File: config.mk
export PLATFORM = sky130hd
export DESIGN_NAME = mdc_reconfig_ctrl
export DESIGN_NICKNAME = d
export VERILOG_FILES = /design/src/rtl/mdc_ctrl_pkg.sv /design/src/rtl/mdc_token_counter.sv /design/src/rtl/mdc_reconfig_ctrl.sv
export SDC_FILE = /design/constraint.sdc
export NUM_CORES = 1
export LEC_CHECK = 0
export CAP_MARGIN = 0
export CORE_ASPECT_RATIO = 0.7
export CORE_MARGIN = 3
export CORE_UTILIZATION = 29
export DETAILED_ROUTE_END_ITERATION = 7
export PLACE_DENSITY = 0.73
export SLEW_MARGIN = 20
export SYNTH_ARGS = -nofsm -noshare
export SYNTH_HDL_FRONTEND = slang
export SYNTH_SLANG_ARGS = --single-unit
File: constraint.sdc
create_clock -name clock -period 2.5 [get_ports clock]
set_input_delay 0.5 -clock clock [delete_from_list [all_inputs] [get_ports clock]]
set_output_delay 0.5 -clock clock [all_outputs]
set_load 0.005 [all_outputs]
File: src/rtl/mdc_ctrl_pkg.sv
// mdc_ctrl_pkg: shared FSM state encoding and default widths for the MDC reconfiguration controller
// Contents: state_t (RUN, DRAIN, SWITCH, SETTLE; 2 bits), DEF_ID_W, DEF_DATA_W. No ports.
package mdc_ctrl_pkg;

    localparam int DEF_ID_W   = 8;
    localparam int DEF_DATA_W = 32;

    typedef enum logic [1:0] {
        RUN    = 2'd0,
        DRAIN  = 2'd1,
        SWITCH = 2'd2,
        SETTLE = 2'd3
    } state_t;

endpackage

File: src/rtl/mdc_token_counter.sv
// mdc_token_counter: up/down saturating count of tokens in flight with sticky underflow flag
// Ports: clock, reset (async active-low), inc/dec (count events), clr (force to zero),
//        count (current value), at_zero/at_max (boundary flags), underflow (sticky, reset-only clear).
module mdc_token_counter
    import mdc_ctrl_pkg::*;
#(
    parameter int CNT_W = 8
) (
    input  logic             clock,
    input  logic             reset,
    input  logic             inc,
    input  logic             dec,
    input  logic             clr,
    output logic [CNT_W-1:0] count,
    output logic             at_zero,
    output logic             at_max,
    output logic             underflow
);

    assign at_zero = (count == '0);
    assign at_max  = &count;

    // Simultaneous inc and dec cancel; a lone dec at zero holds zero and flags underflow.
    always_ff @(posedge clock or negedge reset)
        if (!reset) begin
            count     <= '0;
            underflow <= 1'b0;
        end else if (clr) begin
            count <= '0;
        end else if (inc && !dec && !at_max) begin
            count <= count + CNT_W'(1);
        end else if (dec && !inc) begin
            if (at_zero) underflow <= 1'b1;
            else         count     <= count - CNT_W'(1);
        end

endmodule

File: src/rtl/mdc_reconfig_ctrl.sv
// mdc_reconfig_ctrl: gates the network input stream and sequences drain/switch/settle on ID change
// Ports: clock, reset (async active-low); cfg_id/cfg_valid/cfg_ready (reconfig request + one-cycle ack);
//        ID (network config ID); s_data/s_wr/s_full (upstream); n_data/n_wr/n_full (network input);
//        o_wr (network output monitor); busy (not in RUN); err_underflow (sticky).
// Build option MDC_RECONF_TIMEOUT_EN: adds a DRAIN timeout of TIMEOUT_CYC cycles and sticky err_timeout.
module mdc_reconfig_ctrl
    import mdc_ctrl_pkg::*;
#(
    parameter int DATA_W      = DEF_DATA_W,
    parameter int ID_W        = DEF_ID_W,
    parameter int CNT_W       = 8,
    parameter int SETTLE_CYC  = 2,
    parameter int RESET_ID    = 0,
    parameter int TIMEOUT_CYC = 1024
) (
    input  logic              clock,
    input  logic              reset,
    input  logic [ID_W-1:0]   cfg_id,
    input  logic              cfg_valid,
    output logic              cfg_ready,
    output logic [ID_W-1:0]   ID,
    input  logic [DATA_W-1:0] s_data,
    input  logic              s_wr,
    output logic              s_full,
    output logic [DATA_W-1:0] n_data,
    output logic              n_wr,
    input  logic              n_full,
    input  logic              o_wr,
    output logic              busy,
    output logic              err_underflow
`ifdef MDC_RECONF_TIMEOUT_EN
    ,
    output logic              err_timeout
`endif
);

    localparam int SW = (SETTLE_CYC > 1) ? $clog2(SETTLE_CYC) : 1;

    state_t           state;
    logic [ID_W-1:0]  pend_id;
    logic [SW-1:0]    settle;
    logic [CNT_W-1:0] count;
    logic             at_zero, sat, drained, timeout;

    assign n_data = s_data;
    assign n_wr   = s_wr & (state == RUN) & ~sat;
    assign s_full = n_full | (state != RUN) | sat;
    assign busy   = (state != RUN);
    // The last token leaving this cycle counts as drained, saving a cycle.
    assign drained = at_zero | ((count == CNT_W'(1)) & o_wr);

`ifdef MDC_RECONF_TIMEOUT_EN
    localparam int TW = (TIMEOUT_CYC > 1) ? $clog2(TIMEOUT_CYC) : 1;
    logic [TW-1:0] timer;
    // timer holds the number of DRAIN cycles already elapsed, so this fires on DRAIN cycle TIMEOUT_CYC.
    assign timeout = (state == DRAIN) && (timer == TW'(TIMEOUT_CYC - 1));
    always_ff @(posedge clock or negedge reset)
        if (!reset) begin
            timer       <= '0;
            err_timeout <= 1'b0;
        end else begin
            timer <= (state == DRAIN) ? timer + TW'(1) : '0;
            if (timeout) err_timeout <= 1'b1;
        end
`else
    assign timeout = 1'b0;
`endif

    mdc_token_counter #(.CNT_W(CNT_W)) u_cnt (
        .clock     (clock),
        .reset     (reset),
        .inc       (n_wr & ~n_full),
        .dec       (o_wr),
        .clr       (timeout),
        .count     (count),
        .at_zero   (at_zero),
        .at_max    (sat),
        .underflow (err_underflow)
    );

    // Requests are ignored while cfg_ready is high so a held cfg_valid is not re-acknowledged.
    always_ff @(posedge clock or negedge reset)
        if (!reset) begin
            state     <= RUN;
            ID        <= ID_W'(RESET_ID);
            pend_id   <= '0;
            settle    <= '0;
            cfg_ready <= 1'b0;
        end else begin
            cfg_ready <= 1'b0;
            case (state)
                RUN:
                    if (cfg_valid && !cfg_ready) begin
                        if (cfg_id == ID) begin
                            cfg_ready <= 1'b1;
                        end else begin
                            pend_id <= cfg_id;
                            state   <= DRAIN;
                        end
                    end
                DRAIN:
                    if (drained || timeout) state <= SWITCH;
                SWITCH: begin
                    ID     <= pend_id;
                    settle <= SW'(SETTLE_CYC - 1);
                    state  <= SETTLE;
                end
                default:
                    if (settle == '0) begin
                        state     <= RUN;
                        cfg_ready <= 1'b1;
                    end else begin
                        settle <= settle - SW'(1);
                    end
            endcase
        end

endmodule

# Word level (Yosys, flattened, before mapping)
# Index checks and enable logic that the tools add are counted.
[word_totals]
regBits = 29
output_inout_bits = 45
word_cells = 63
inputBits = 46
[classes]
bitwise = 11
eq_ne = 9
add_sub_neg = 3
muxes = 14
n_reduce_logical = 19
[ops]
columns = ["cell", "n"]
rows = [
  ["$mux W8", 3],
  ["$add A8 B1 Y8 const B", 1],
  ["$eq A8 B1 Y1 const B", 1],
  ["$eq A8 B8 Y1", 1],
  ["$logic_not A8 Y1", 1],
  ["$mux W2", 4],
  ["$reduce_and A8 Y1", 1],
  ["$sub A8 B1 Y8 const B", 1],
  ["$pmux W2 S3", 1],
  ["$reduce_and A3 Y1", 2],
  ["$and A1 B1 Y1", 4],
  ["$logic_and A1 B1 Y1", 4],
  ["$logic_not A1 Y1", 4],
  ["$mux W1", 4],
  ["$ne A2 B1 Y1 const B", 2],
  ["$ne A2 B2 Y1 const B", 2],
  ["$ne A4 B1 Y1 const B", 1],
  ["$not A1 Y1", 4],
  ["$pmux W1 S2", 2],
  ["$reduce_and A4 Y1", 1],
  ["$reduce_bool A2 Y1", 2],
  ["$reduce_or A2 Y1", 2],
  ["$or A1 B1 Y1", 3],
  ["$eq A2 B1 Y1 const B", 1],
  ["other kinds (4)", 4],
]

# Depth between registers and ports, before layout
[depth]
depth_word = 8
ltp_mapped = 7
mapped_depth_nobuf = 7

# Hierarchy
# A second synthesis with hierarchy kept.
[hier_totals]
cells_unflattened = 192
area_unflattened_um2 = 2010.7
[modules_own_cells]
columns = ["module", "area_per_inst_um2", "cells_each", "n_inst", "seq_area_each_um2"]
rows = [
  ["mdc_reconfig_ctrl", 1287.5, 115, 1, 500.5],
  ["mdc_token_counter", 723.2, 77, 1, 225.2],
]

# Worst setup path after synthesis
# OpenSTA, ideal clock, no wires.
[synth_path]
path_kind = "register to register"
startpoint = "register state[1]"
endpoint = "register u_cnt.count[5]"
period_less_slack_ns = 1.805
path_buffers = 0
path_stages_with_launch = 8
path_slack_ns = 0.695
setup_time_ns = 0.126
t_arrival_ns = 1.679
t_required_ns = 2.374
path_cell_list = "dfrtp_1 -> inv_1 -> ha_1 -> nand3b_2 -> or4_4 -> nor2_1 -> a32oi_1 -> xnor2_1"
[synth_between]
elab_chain_len = 8
elab_cells_between_ends = 12
cone_classes = "eq/ne (1); mux (1); bitwise (3); reduce/logical (7)"
[synth_lines]
columns = ["element", "line_no", "rtl"]
rows = [
  ["from (decl)", "mdc_reconfig_ctrl.sv:39", "state_t state;"],
  ["from (signal assigned)", "mdc_reconfig_ctrl.sv:84", "state <= RUN;"],
  ["from (signal assigned)", "mdc_reconfig_ctrl.sv:98", "state <= DRAIN;"],
  ["from (signal assigned)", "mdc_reconfig_ctrl.sv:102", "if (drained || timeout) state <= SWITCH;"],
  ["$logic_not A2 Y1 (*)", "mdc_reconfig_ctrl.sv:46", "assign n_wr = s_wr & (state == RUN) & ~sat;"],
  ["$and A1 B1 Y1 (*) (2 in a row)", "mdc_reconfig_ctrl.sv:46", ""],
  ["$and A1 B1 Y1 (*)", "mdc_reconfig_ctrl.sv:72", ".inc (n_wr & ~n_full),"],
  ["$logic_and A1 B1 Y1 / $logic_not A1 Y1 (equally long branches)", "mdc_token_counter.sv:30, mdc_token_counter.sv:32", ""],
  ["$logic_and A1 B1 Y1 (on tied branches)", "mdc_token_counter.sv:30, mdc_token_counter.sv:32", ""],
  ["$ne A2 B1 Y1 (no source line) / $reduce_bool A2 Y1 (equally long branches)", "-", ""],
  ["$reduce_and A2 Y1 (no source line)", "-", ""],
  ["to (signal assigned)", "mdc_token_counter.sv:31", "count <= count + CNT_W'(1);"],
  ["to (signal assigned)", "mdc_token_counter.sv:34", "else count <= count - CNT_W'(1);"],
  ["to (decl)", "mdc_token_counter.sv:14", "output logic [CNT_W-1:0] count,"],
]
# Mark *: on every way between the ends. The rest lies on a longest branch, timed or not.
# A chain may end at the register's enable or synchronous reset.

# Worst setup path in the final report
[layout_path]
startpoint = "register u_cnt.count[0]"
endpoint = "output s_full"
[layout_between]
elab_chain_len = 2
[layout_lines]
columns = ["element", "line_no", "rtl"]
rows = [
  ["$reduce_and A8 Y1", "mdc_token_counter.sv:21", "assign at_max = &count;"],
  ["$or A1 B1 Y1", "mdc_reconfig_ctrl.sv:47", "assign s_full = n_full | (state != RUN) | sat;"],
  ["to (decl)", "mdc_reconfig_ctrl.sv:24", "output logic s_full,"],
]
# Every way passes these cells.

==> run_results.csv <==
group,metric,value,unit
power_and_ir_drop,powerDensity,1180,nW/um^2
run,drv_cap,0,
cts,clk_pin_slew_worst_paths,0.06,ns
cts,ctsHoldBuffers,0,
timing,tightestPinTransition,0.536,ns
power_and_ir_drop,vdd_ir_drop_max,311,uV
cts,ctsRootBufferMaster,"clkbuf_8",
power_and_ir_drop,switching_share,34.1,%
cts,cts_tree,"built",
logic_synthesis,synth_area_leaders,"dfrtp_1 39%, buf_4 13%, mux2_2 9.7%, ha_1 5.4%, xor2_1 4.2%",
logic_synthesis,postSynthCellCount,176,
setup_path,cp.arrival,1.89,ns
global_route,grt_pass1_vias,1280,
setup_path,endpoint_kind,"output pin",
power_and_ir_drop,p_switching,857,uW
logic_synthesis,synth_most_common_cell,"buf_4",
route,vias_per_cell,4.85,
timing,finalHoldViolations,0,
final_layout,diodes,0,
global_route,grt_pass1_wl,6.26,mm
power_and_ir_drop,seq_power_share,37.6,%
logic_synthesis,yosysWarnings,0,
status,status,"completed",
timing,rsz0062_at_grt,"no",
timing,fin_crit,2.39,ns
logic_synthesis,synth_nets,230,
floorplanning,dieHeight,72.9,um
cts,htree_levels,2,
power_and_ir_drop,p_leak,0.000897,uW
power_and_ir_drop,pwr-share-clk,19.9,%
floorplanning,fp.dieW,102,um
global_route,groute.usage.overall,10.9,%
setup_path,startpoint_type,"register",
route,route.vias.total,1236,
power_and_ir_drop,intPower,1650,uW
final_layout,fin_area,2130,um^2
timing,layout_setup_ws,0.110,ns
logic_synthesis,async_reset_ff_share,100,%
global_route,grt-ovfl-total,0,
floorplanning,start_util,31.2,%
floorplanning,core_area,5960,um^2
floorplanning,ioPinCount,91,
logic_synthesis,ys_ff_latch,29,
placement,placed_area,1990,um^2
setup_path,crit_fanout,4,
logic_synthesis,synth_area,1860,um^2
timing,tns,0,ns
placement,pre_cts_ws,0.118,ns
logic_synthesis,synth.avg_cell_area,10.5,um^2
setup_path,cp.required,2.00,ns
floorplanning,die_area,7410,um^2
route,wl_per_cell,14.1,um
worst_hold_path,min_path_cells,1,
placement,dp_hpwl,2.65,mm
global_route,grt_max_degree,30,
timing,relSlewSlack,63.9,%
route,dr.pass1.iters,4,
logic_synthesis,synthFlopType,"dfrtp_1",
timing,finClkSkew,0.00484,ns
logic_synthesis,synth_cell_types,47,
route,totalWireLength,3.61,mm
global_route,antenna_found_initial,0,
route,postRouteAntennaNets,0,
setup_path,criticalPathCategory,"register to output pin",
worst_hold_path,hp-class,"register to register",
final_layout,layout-drive-gt1-share,23.3,%
cts,numCtsBuffers,5,
logic_synthesis,seq_area_frac_synth,39.1,%
logic_synthesis,synth_edf_count,0,
placement,io_buffer_count,26,
logic_synthesis,yosys.area.top_type_share,39.1,%
placement,gp_congestion,0.868,
cts,clock_latency,0.28,ns
route,first_iter_violations,81,
final_layout,syn_to_final_growth,14.8,%
logic_synthesis,synth_area_leader_cell,"dfrtp_1",
timing,fmax,0.418,GHz
floorplanning,std_cell_rows,23,
logic_synthesis,synth_top_cells_by_count,"33 x buf_4, 29 x dfrtp_1, 16 x mux2_2, 12 x nor2_1, 9 x xor2_1",
cts,clockBufferDepth,2,
setup_path,reg2reg_depth,8,
cts,cts_sinks,29,
final_layout,layout.nets,233,
timing,setup-violations-final,0,
power_and_ir_drop,p_comb_share,42.5,%
timing,slew_violations,0,
timing,timing.final.crit_share,95.6,%
route,drc,0,
[layout by cell type (no fill, tap or decap), types with 6 or more instances in the layout]
| cell | netlist | layout |
|---|---|---|
| ha_1 | 8 | 8 |
| mux2_2 | 16 | 16 |
| xor2_1 | 9 | 9 |
| nor2_1 | 12 | 11 |
| dfrtp_1 | 29 | 28 |
| nand2_1 | 7 | 7 |
| clkbuf_8 | 0 | 6 |
| inv_1 | 8 | 8 |
| clkdlybuf4s50_1 | 0 | 26 |
[worst max-delay path: stages, from the launching register on]
cell and delay, ns:
dfrtp_2 0.44, ha_1 0.23, nand3_2 0.14, nor2_4 0.06, or3_1 0.30, clkdlybuf4s50_1 0.45
[power groups by stage]
stage,combinational (uW),clock (uW),sequential [uW]
after floorplan,729,0,898
after global placement,1020,0,938
after detailed placement,1040,0,950
after CTS,1060,516,947
after global routing,1180,536,984
final,1070,499,945
[layout make-up]
class | count | area, um^2
fill | 582 | 3830
multi-input combinational | 103 | 846
sequential | 29 | 727
timing repair buffer | 32 | 318
tap | 75 | 93.8
clock buffer | 7 | 86.3
clock inverter | 1 | 30.0
inverter | 8 | 30.0
[flip-flops by register name, summed over array words and instances, names as in the netlist]
name	cells
ID	8
cfg_ready	1
pend_id	8
settle	1
state	2
u_cnt.count	8
u_cnt.underflow	1
[repair_timing]
action,CTS,global route
resized for setup,1,3
setup endpoints to repair,1,2
buffers inserted,0,1
[per-layer routing]
metal	up-vias	GRT usage (%)	share of wire, %
met5	-	0	0
met4	0	4.87	1.8
met3	7	3.63	3.8
met2	27	16.1	45
met1	619	14.4	49
li1	583	-	-
[path summary, 6_finish.rpt]
| check | startpoint | endpoint | slack (ns) |
|---|---|---|---|
| max | u_cnt.count[0] | s_full | 0.11 |
| min | u_cnt.underflow | u_cnt.underflow | 0.50 |
| max reg2reg | state[1] | u_cnt.count[5] | 0.48 |
| min reg2reg | u_cnt.underflow | u_cnt.underflow | 0.50 |
| max in group asynchronous | reset | u_cnt.count[0] | 1.59 |
| min in group asynchronous | reset | u_cnt.count[1] | 0.61 |
[stage by stage]
stage | std cells | utilization, % | hold slack, ns | power [uW]
floorplan | 176 | - | 0.204 | 1630
global placement | 246 | 33.5 | 0.469 | 1960
detailed placement | 246 | 33.5 | 0.492 | 1990
CTS | 254 | 35.4 | 0.511 | 2520
global route | 255 | 35.8 | 0.534 | 2700
finish | 255 | 35.8 | 0.501 | 2510
[cell families (layout without fill, tap and decap cells)]
kind of cell    count (synthesis)  count (layout)  share of synthesized area [%]
buf+inv                        44              48                           16.0
simple gates                   39              39                           12.7
flops                          29              29                           39.1
compound gates                 26              26                           10.5
mux                            16              16                           9.70
xor+xnor                       14              14                           6.60
fa+ha+maj                       8               8                           5.39
Power figures use the tool's default switching activity.
